[config.mk]
export PLATFORM = sky130hd
export DESIGN_NAME = demultiplexador8b_buf_flat
export DESIGN_NICKNAME = d
export VERILOG_FILES = /design/src/rtl/demultiplexador8b_buf_if.sv /design/src/rtl/demultiplexador8b_buf.sv /design/src/flat_wrapper.sv
export SDC_FILE = /design/constraint.sdc
export NUM_CORES = 1
export LEC_CHECK = 0
export CELL_PAD_IN_SITES_DETAIL_PLACEMENT = 0
export CELL_PAD_IN_SITES_GLOBAL_PLACEMENT = 1
export CORE_MARGIN = 2
export CORE_UTILIZATION = 40
export DETAILED_ROUTE_END_ITERATION = 8
export DONT_BUFFER_PORTS = 1
export HOLD_SLACK_MARGIN = 0.02
export PLACE_DENSITY_LB_ADDON = 0.1
export SYNTH_ARGS = -nofsm -noshare
export SYNTH_HDL_FRONTEND = slang
export SYNTH_SLANG_ARGS = --single-unit
[constraint.sdc]
create_clock -name clk -period 2.2 [get_ports clk]
set_clock_uncertainty 0.05 [all_clocks]
set_input_delay 0.44 -clock clk [delete_from_list [all_inputs] [get_ports clk]]
set_output_delay 0.44 -clock clk [all_outputs]
set_load 0.005 [all_outputs]
[src/rtl/demultiplexador8b_buf_if.sv]
// Byte-stream interface for the buffered 1-to-2 demultiplexer.
// The master is the byte source plus both consumers; the slave is the demultiplexer.
interface demultiplexador8b_buf_if #(
    parameter int W = 8
);
    logic [W-1:0] d;
    logic         p;
    logic         d_v;
    logic         d_rdy;
    logic [W-1:0] a;
    logic         a_v;
    logic         a_rdy;
    logic [W-1:0] b;
    logic         b_v;
    logic         b_rdy;
    logic [7:0]   cnt_a;
    logic [7:0]   cnt_b;

    modport master (
        output d, p, d_v, a_rdy, b_rdy,
        input  d_rdy, a, a_v, b, b_v, cnt_a, cnt_b
    );

    modport slave (
        input  d, p, d_v, a_rdy, b_rdy,
        output d_rdy, a, a_v, b, b_v, cnt_a, cnt_b
    );
endinterface

[src/rtl/demultiplexador8b_buf.sv]
// Buffered 1-to-2 byte demultiplexer: routes each accepted byte by p into FIFO A or B,
// each FIFO drained through its own valid/ready port with a mod-256 delivery counter.
module demultiplexador8b_buf #(
    parameter int W     = 8,
    parameter int DEPTH = 2
) (
    input logic                       clk,
    input logic                       rst,
    demultiplexador8b_buf_if.slave    bus
);
    localparam int AW = $clog2(DEPTH);

    logic [W-1:0] r_mem_a [DEPTH];
    logic [W-1:0] r_mem_b [DEPTH];
    logic [AW:0]  r_wp_a;
    logic [AW:0]  r_rp_a;
    logic [AW:0]  r_wp_b;
    logic [AW:0]  r_rp_b;
    logic [7:0]   r_cnt_a;
    logic [7:0]   r_cnt_b;

    logic w_empty_a;
    logic w_empty_b;
    logic w_full_a;
    logic w_full_b;
    logic w_rdy;
    logic w_push_a;
    logic w_push_b;
    logic w_pop_a;
    logic w_pop_b;

    // Extra pointer MSB separates full (MSBs differ) from empty (pointers equal).
    assign w_empty_a = (r_wp_a == r_rp_a);
    assign w_empty_b = (r_wp_b == r_rp_b);
    assign w_full_a  = (r_wp_a[AW] != r_rp_a[AW]) && (r_wp_a[AW-1:0] == r_rp_a[AW-1:0]);
    assign w_full_b  = (r_wp_b[AW] != r_rp_b[AW]) && (r_wp_b[AW-1:0] == r_rp_b[AW-1:0]);

    assign w_rdy    = bus.p ? ~w_full_b : ~w_full_a;
    assign w_push_a = bus.d_v & w_rdy & ~bus.p;
    assign w_push_b = bus.d_v & w_rdy &  bus.p;
    assign w_pop_a  = ~w_empty_a & bus.a_rdy;
    assign w_pop_b  = ~w_empty_b & bus.b_rdy;

    always_ff @(posedge clk) begin
        if (rst) begin
            r_wp_a  <= '0;
            r_rp_a  <= '0;
            r_wp_b  <= '0;
            r_rp_b  <= '0;
            r_cnt_a <= '0;
            r_cnt_b <= '0;
        end else begin
            if (w_push_a) r_wp_a <= r_wp_a + 1'b1;
            if (w_push_b) r_wp_b <= r_wp_b + 1'b1;
            if (w_pop_a) begin
                r_rp_a  <= r_rp_a + 1'b1;
                r_cnt_a <= r_cnt_a + 8'd1;
            end
            if (w_pop_b) begin
                r_rp_b  <= r_rp_b + 1'b1;
                r_cnt_b <= r_cnt_b + 8'd1;
            end
        end
    end

    // Storage needs no reset: pointers alone decide what is visible.
    always_ff @(posedge clk) begin
        if (!rst && w_push_a) r_mem_a[r_wp_a[AW-1:0]] <= bus.d;
        if (!rst && w_push_b) r_mem_b[r_wp_b[AW-1:0]] <= bus.d;
    end

    assign bus.d_rdy = w_rdy;
    assign bus.a_v   = ~w_empty_a;
    assign bus.b_v   = ~w_empty_b;
    assign bus.a     = w_empty_a ? '0 : r_mem_a[r_rp_a[AW-1:0]];
    assign bus.b     = w_empty_b ? '0 : r_mem_b[r_rp_b[AW-1:0]];
    assign bus.cnt_a = r_cnt_a;
    assign bus.cnt_b = r_cnt_b;
endmodule

[src/flat_wrapper.sv]
// flat-port wrapper written by rule: the top's interface ports become plain ports
module demultiplexador8b_buf_flat 
#(
    parameter int W     = 8,
    parameter int DEPTH = 2
)
  (clk, rst, bus_d, bus_p, bus_d_v, bus_a_rdy, bus_b_rdy, bus_d_rdy, bus_a, bus_a_v, bus_b, bus_b_v, bus_cnt_a, bus_cnt_b);
  demultiplexador8b_buf_if #(.W(W)) bus_i ();
  input logic clk;
  input logic rst;
  input wire logic [$bits(bus_i.d)-1:0] bus_d;
  input wire logic [$bits(bus_i.p)-1:0] bus_p;
  input wire logic [$bits(bus_i.d_v)-1:0] bus_d_v;
  input wire logic [$bits(bus_i.a_rdy)-1:0] bus_a_rdy;
  input wire logic [$bits(bus_i.b_rdy)-1:0] bus_b_rdy;
  output wire logic [$bits(bus_i.d_rdy)-1:0] bus_d_rdy;
  output wire logic [$bits(bus_i.a)-1:0] bus_a;
  output wire logic [$bits(bus_i.a_v)-1:0] bus_a_v;
  output wire logic [$bits(bus_i.b)-1:0] bus_b;
  output wire logic [$bits(bus_i.b_v)-1:0] bus_b_v;
  output wire logic [$bits(bus_i.cnt_a)-1:0] bus_cnt_a;
  output wire logic [$bits(bus_i.cnt_b)-1:0] bus_cnt_b;
  assign bus_i.d = bus_d;
  assign bus_i.p = bus_p;
  assign bus_i.d_v = bus_d_v;
  assign bus_i.a_rdy = bus_a_rdy;
  assign bus_i.b_rdy = bus_b_rdy;
  assign bus_d_rdy = bus_i.d_rdy;
  assign bus_a = bus_i.a;
  assign bus_a_v = bus_i.a_v;
  assign bus_b = bus_i.b;
  assign bus_b_v = bus_i.b_v;
  assign bus_cnt_a = bus_i.cnt_a;
  assign bus_cnt_b = bus_i.cnt_b;
  demultiplexador8b_buf #(.W(W), .DEPTH(DEPTH)) u_core (.clk(clk), .rst(rst), .bus(bus_i));
endmodule
==> impl_metrics.ini, run 1 <==
[floorplanning]
die_h_um = 85.7
start_util = 0.416
num_rows = 29
die_area_mm2 = 0.00735
fp.dieW_um = 85.7
ios = 49
core_area_mm2 = 0.00642

[synth]
synth_largest_area_cell = edfxtp_1
synthTopCellsByArea = edfxtp_1 (36%), dfxtp_1 (19%), mux2i_1 (8.2%), mux2_2 (7.2%), nor2_1 (4.9%)
async_reset_ff_frac = 0
synthesis.area_mm2 = 0.00267
syn_nets = 246
postSynthAreaPerCell_um2 = 11.6
yosysMostFrequentCell = nor2_1
synth_cell_types = 30
synth_common_cells = nor2_1 (35), edfxtp_1 (32), dfxtp_1 (26), mux2i_1 (22), nor2b_1 (20)
ys_ff_latch = 58
synth-warning-count = 0
synth_edf_count = 32
synth_top_area_frac = 0.360
yosysSeqAreaShare = 0.554
synth_cells = 230
synth_ff_type = edfxtp_1

[global_routing]
grt_pass1_vias = 1750
antenna_found_initial = 0
grt-ovfl-total = 0
grt_util_all_layers = 0.146
grt_start_max_net_pins = 47
grt_first_pass_wirelength_um = 8210

[hold_path]
min_to = u_core.r_wp_a[0]
min_path_cells = 1
holdCritStartpoint = rst
hold_class = primary input to register

[worst_setup_path]
r2r-start = u_core.r_wp_b[1]
cp-startpoint = u_core.r_wp_a[0]
path_max_fanout = 9
critPathCaptureType = output port
startpoint_type = register
crit_type = register to output port
max_stage_delay_ns = 0.43
crit_arrival_ns = 1.60
cp_slowest_cell = nor3b_1
worstPathCellList = xnor2_4, nor3b_1, a31oi_1
reg2reg_slack_ns = 0.49
ff2ff_path_depth = 4
reg2reg_to = u_core.r_mem_b[0][5]
critPathRequiredTime_ns = 1.71

[place]
port_buffers = 0
dpl.hpwl_um = 3480
place_congestion = 0.693

[clock_tree]
clock-sinks = 58
cts_root_buf = clkbuf_8
numCtsBuffers = 9
clk_path_buf_depth = 2
holdBufCountCts = 0
insertion_delay_ns = 0.33
clk_pin_slew_ns = 0.07
cts_tree = yes
cts_setup_buffers = 0
htree_levels = 3

[timing]
worst_pin_slew_ns = 0.520
slew_viol_final = 0
max_freq_mhz = 477
rsz0062_at_grt = no
setup_violations = 0
setup_tns_ns = 0
max-slew-margin-rel = 0.653
hold_violations = 0
fin_crit_ns = 2.09
finalCritPeriodShare = 0.952

[drt]
first_pass_iters = 9
antenna_left = 0
routed_wirelength_um = 5010
wire_per_inst_um = 15.9
drt_iter0_drc = 51
dr_total_vias = 1690
drc = 5
vias_per_cell = 5.35

[flow_run]
cap_violations = 0

[power_and_ir_drop]
max-vdd-ir-drop_mv = 0.399
design_power_total_uw = 2760
power_density_mw_per_mm2 = 915
leakagePower_uw = 0.00105

[final_layout]
diodes = 0
nets = 250
synthToLayoutAreaGrowth_pct = 13.0
drive_above_1_share = 0.180

[outcome]
status = finished, violations left
violations = DRC
## metrics by stage
stage	area [µm²]	hold WS (ns)	std cells	setup WS (ns)	util
2_1_floorplan	2670	0.444	230	0.122	-
3_3_place_gp	2750	0.465	300	0.364	0.428
3_5_place_dp	2750	0.469	300	0.298	0.428
4_1_cts	3020	0.103	316	0.0487	0.470
5_1_grt	3020	0.107	316	0.00296	0.470
6_report	3020	0.127	316	0.106	0.470
## area by class of cell
class                   instances  area, µm²
flip-flops and latches         58       1480
clock inverters                 6        105
repair buffers                  4       30.0
well taps                      77       96.3
inverters                       5       18.8
multi-input cells             156       1160
fillers                       577       3400
clock buffers                  10        128
## sequential cells by signal, summed over array words and instances (netlist names), named ones only
register and count:
u_core.r_mem_b 16, u_core.r_rp_b 2, u_core.bus.cnt_b 8, u_core.r_mem_a 16
u_core.bus.cnt_a 8, u_core.r_wp_a 2, u_core.r_wp_b 2, u_core.r_rp_a 2
## cell families (layout without fill, tap and decap cells)
kind of cell / after synthesis / count (layout) / share of synthesized area
buffers and inverters: 16 / 25 / 0.0248
flip-flops: 58 / 58 / 0.554
XOR/XNOR: 6 / 6 / 0.0309
multiplexers: 40 / 40 / 0.158
AO/OA/AOI/OAI: 25 / 25 / 0.0707
AND/OR/NAND/NOR: 83 / 83 / 0.152
adder cells (fa/ha/maj): 2 / 2 / 0.00936
## cells in the final DEF (no fill, tap or decap), types with 4 or more instances in the layout
master    instances
nand2b_1          4
nor2b_1          20
mux2_2           17
a211oi_1          7
clkbuf_8          9
dfxtp_1          26
inv_1             5
a21oi_1          10
buf_4             4
mux2i_1          22
nand2_1           9
edfxtp_1         32
nor2_1           35
nand4_1           6
## what timing repair did
| item | CTS | global route |
|---|---|---|
| endpoints found under the setup margin | 19 | 9 |
| pin swaps | 0 | 0 |
| resized for setup | 4 | 1 |
## power breakdown
part           switching (µW)  total (µW)  internal (µW)
logic                     175         330            155
clock network             410        1150            745
registers                87.7        1280           1190
total                     673        2760           2090
## worst max path at each step
stage / end / cells past startpoint
3_5_place_dp: bus_a[6] / 3
2_1_floorplan: u_core.r_mem_b[0][0] / 4
4_1_cts: bus_a[6] / 3
3_3_place_gp: bus_a[3] / 3
6_report: bus_d_rdy / 3
5_1_grt: bus_b[1] / 3
## layer usage
metal	global-route usage	share of wire
met5	0	0
met4	0.0909	0.025
met1	0.160	0.43
met3	0.0462	0.065
met2	0.244	0.48
## critical path, delay by kind of cell, from the launching register on
family                    cells  cell delay, ns
xor gates and xnor gates      1            0.34
DFF                           1            0.39
and+or+nand+nor               1            0.43
AOI/OAI and AO/OA             1            0.11
(Power assumes the default switching activity.)
==> run 2: changes to the inputs <==
SETUP_SLACK_MARGIN = 0.5   (was unset)
SLEW_MARGIN = 20   (was unset)
==> run 2 against run 1 <==
  * Final cell count rose by 1.6%
  * Critical endpoint unchanged
  * Global-route usage is 0.41 points higher
  * Utilization is 1.5 points higher
  * Fmax increased by 20%
  * The run still ends with DRC left
==> impl_metrics.ini, run 2 (synthesized netlist as in run 1, its figures left out) <==
[worst_setup_path]
crit_arrival_ns = 1.26
critPathCaptureType = output port
r2r-start = u_core.r_rp_b[1]
ff2ff_path_depth = 5
critPathRequiredTime_ns = 1.71
crit_type = register to output port
startpoint_type = register
path_max_fanout = 5
reg2reg_slack_ns = 0.60

[floorplanning]
die_area_mm2 = 0.00735
ios = 49
die_h_um = 85.7
start_util = 0.416
core_area_mm2 = 0.00642
fp.dieW_um = 85.7
num_rows = 29

[timing]
finalCritPeriodShare = 0.794
setup_tns_ns = 0
fin_crit_ns = 1.75
setup_violations = 0
worst_pin_slew_ns = 0.356
whs_ns = 0.123
slew_viol_final = 0
rsz0062_at_grt = yes
hold_violations = 0
max-slew-margin-rel = 0.762
max_freq_mhz = 573

[final_layout]
drive_above_1_share = 0.279
fill_cells = 582
nets = 255
diodes = 0
final_cell_mix = edfxtp_1 (32), nor2_1 (31), mux2i_1 (22)
final_common_cell = edfxtp_1
synthToLayoutAreaGrowth_pct = 16.6

[hold_path]
hold_class = primary input to register
min_path_cells = 1
min_to = u_core.r_wp_a[1]
holdCritStartpoint = rst

[power_and_ir_drop]
switching_share = 0.271
power_density_mw_per_mm2 = 841
pwr-share-clk = 0.360
switchingPower_uw = 709
max-vdd-ir-drop_mv = 0.400
p_seq_frac = 0.491
p_int_uw = 1910
leakagePower_uw = 0.00107
combPwrFrac = 0.149

[clock_tree]
cts_root_buf = clkbuf_8
cts_tree = yes
holdBufCountCts = 0
insertion_delay_ns = 0.33
clk_pin_slew_ns = 0.07
htree_levels = 3
clock-sinks = 58
clk_path_buf_depth = 2
numCtsBuffers = 9

[global_routing]
grt_pass1_vias = 1679
grtUsageMet2 = 0.239
grt_first_pass_wirelength_um = 8340
grt_util_met1 = 0.179
antenna_found_initial = 0
grt_busiest_layer = met2
grt-ovfl-total = 0
grt_start_max_net_pins = 47
grt_util_all_layers = 0.150
use_met3 = 0.0481

[drt]
wire_per_inst_um = 16.0
first_pass_iters = 8
drt_iter0_drc = 47
drc = 4
antenna_left = 0
routed_wirelength_um = 5150
vias_per_cell = 5.23
dr_total_vias = 1679

[flow_run]
cap_violations = 0

[place]
place_congestion = 0.731
port_buffers = 0
dpl.hpwl_um = 3530

[outcome]
violations = DRC
status = finished, violations left
==> run 2: changes by cell type in the layout (fill, tap and decap cells not counted), moves of 2 or more <==
cell and delta:
dfxtp_4 +6, and2_4 +2, nor2_1 -4, nor3_1 -2
dfxtp_2 +4, and2_2 -2, clkinvlp_4 +2, buf_4 +4
dfxtp_1 -10, nor2_2 +3, bufinv_16 -2
==> run 2: how the worst max path moves through the flow <==
stage                                start                   end  slack (ns)  depth (start not counted)
after floorplan                        rst  u_core.r_mem_a[1][0]        0.38                          4
after global placement    u_core.r_wp_a[1]              bus_a[5]        0.35                          3
after detailed placement  u_core.r_wp_a[1]              bus_a[4]        0.28                          3
after CTS                 u_core.r_rp_a[0]             bus_d_rdy        0.46                          3
after global routing      u_core.r_rp_a[0]             bus_d_rdy        0.41                          3
final                     u_core.r_wp_a[0]             bus_d_rdy        0.45                          3
==> run 2: what timing repair did <==
action,4_1_cts,5_1_grt
setup endpoints to repair,35,27
endpoints found under the hold margin,0,0
pin swaps,4,1
setup buffers,5,1
cloned,0,0
gates resized for setup,30,1
==> run 2: worst max-delay path, stage by stage, from the launching register on <==
cell     delay, ns
dfxtp_2       0.42
xnor2_4       0.14
nor3b_2       0.29
a31oi_2       0.08
==> run 2: layout make-up <==
class                   instances  area [µm²]  share of cell area
clock buffers                   9         124              0.0398
clock inverters                 7        70.1              0.0225
inverters                       5        18.8             0.00602
multi-input cells             156        1220               0.391
flip-flops and latches         58        1510               0.484
well taps                      77        96.3              0.0309
repair buffers                  9        80.1              0.0257
==> run 2: power by group through the flow <==
stage	sequential [µW]	combinational, µW	clock (µW)
2_1_floorplan	1240	321	0
3_3_place_gp	1290	312	0
3_5_place_dp	1300	322	0
4_1_cts	1290	390	978
5_1_grt	1300	429	1040
6_report	1290	389	943
==> run 2: stage by stage <==
stage / cell area (µm²) / utilization / power [µW] / std cells / worst slack [ns]
3_3_place_gp: 2760 / 0.430 / 1600 / 299 / 0.349
5_1_grt: 3120 / 0.485 / 2760 / 321 / 0.415
4_1_cts: 3090 / 0.482 / 2660 / 320 / 0.455
2_1_floorplan: 2690 / - / 1560 / 230 / 0.381
6_report: 3120 / 0.485 / 2620 / 321 / 0.454
3_5_place_dp: 2760 / 0.430 / 1620 / 299 / 0.284
==> run 2: per-layer routing <==
layer  share of wire  wire, µm
met1            0.43      2220
met4           0.018        91
met2            0.49      2500
met3           0.065       336
met5               0         0
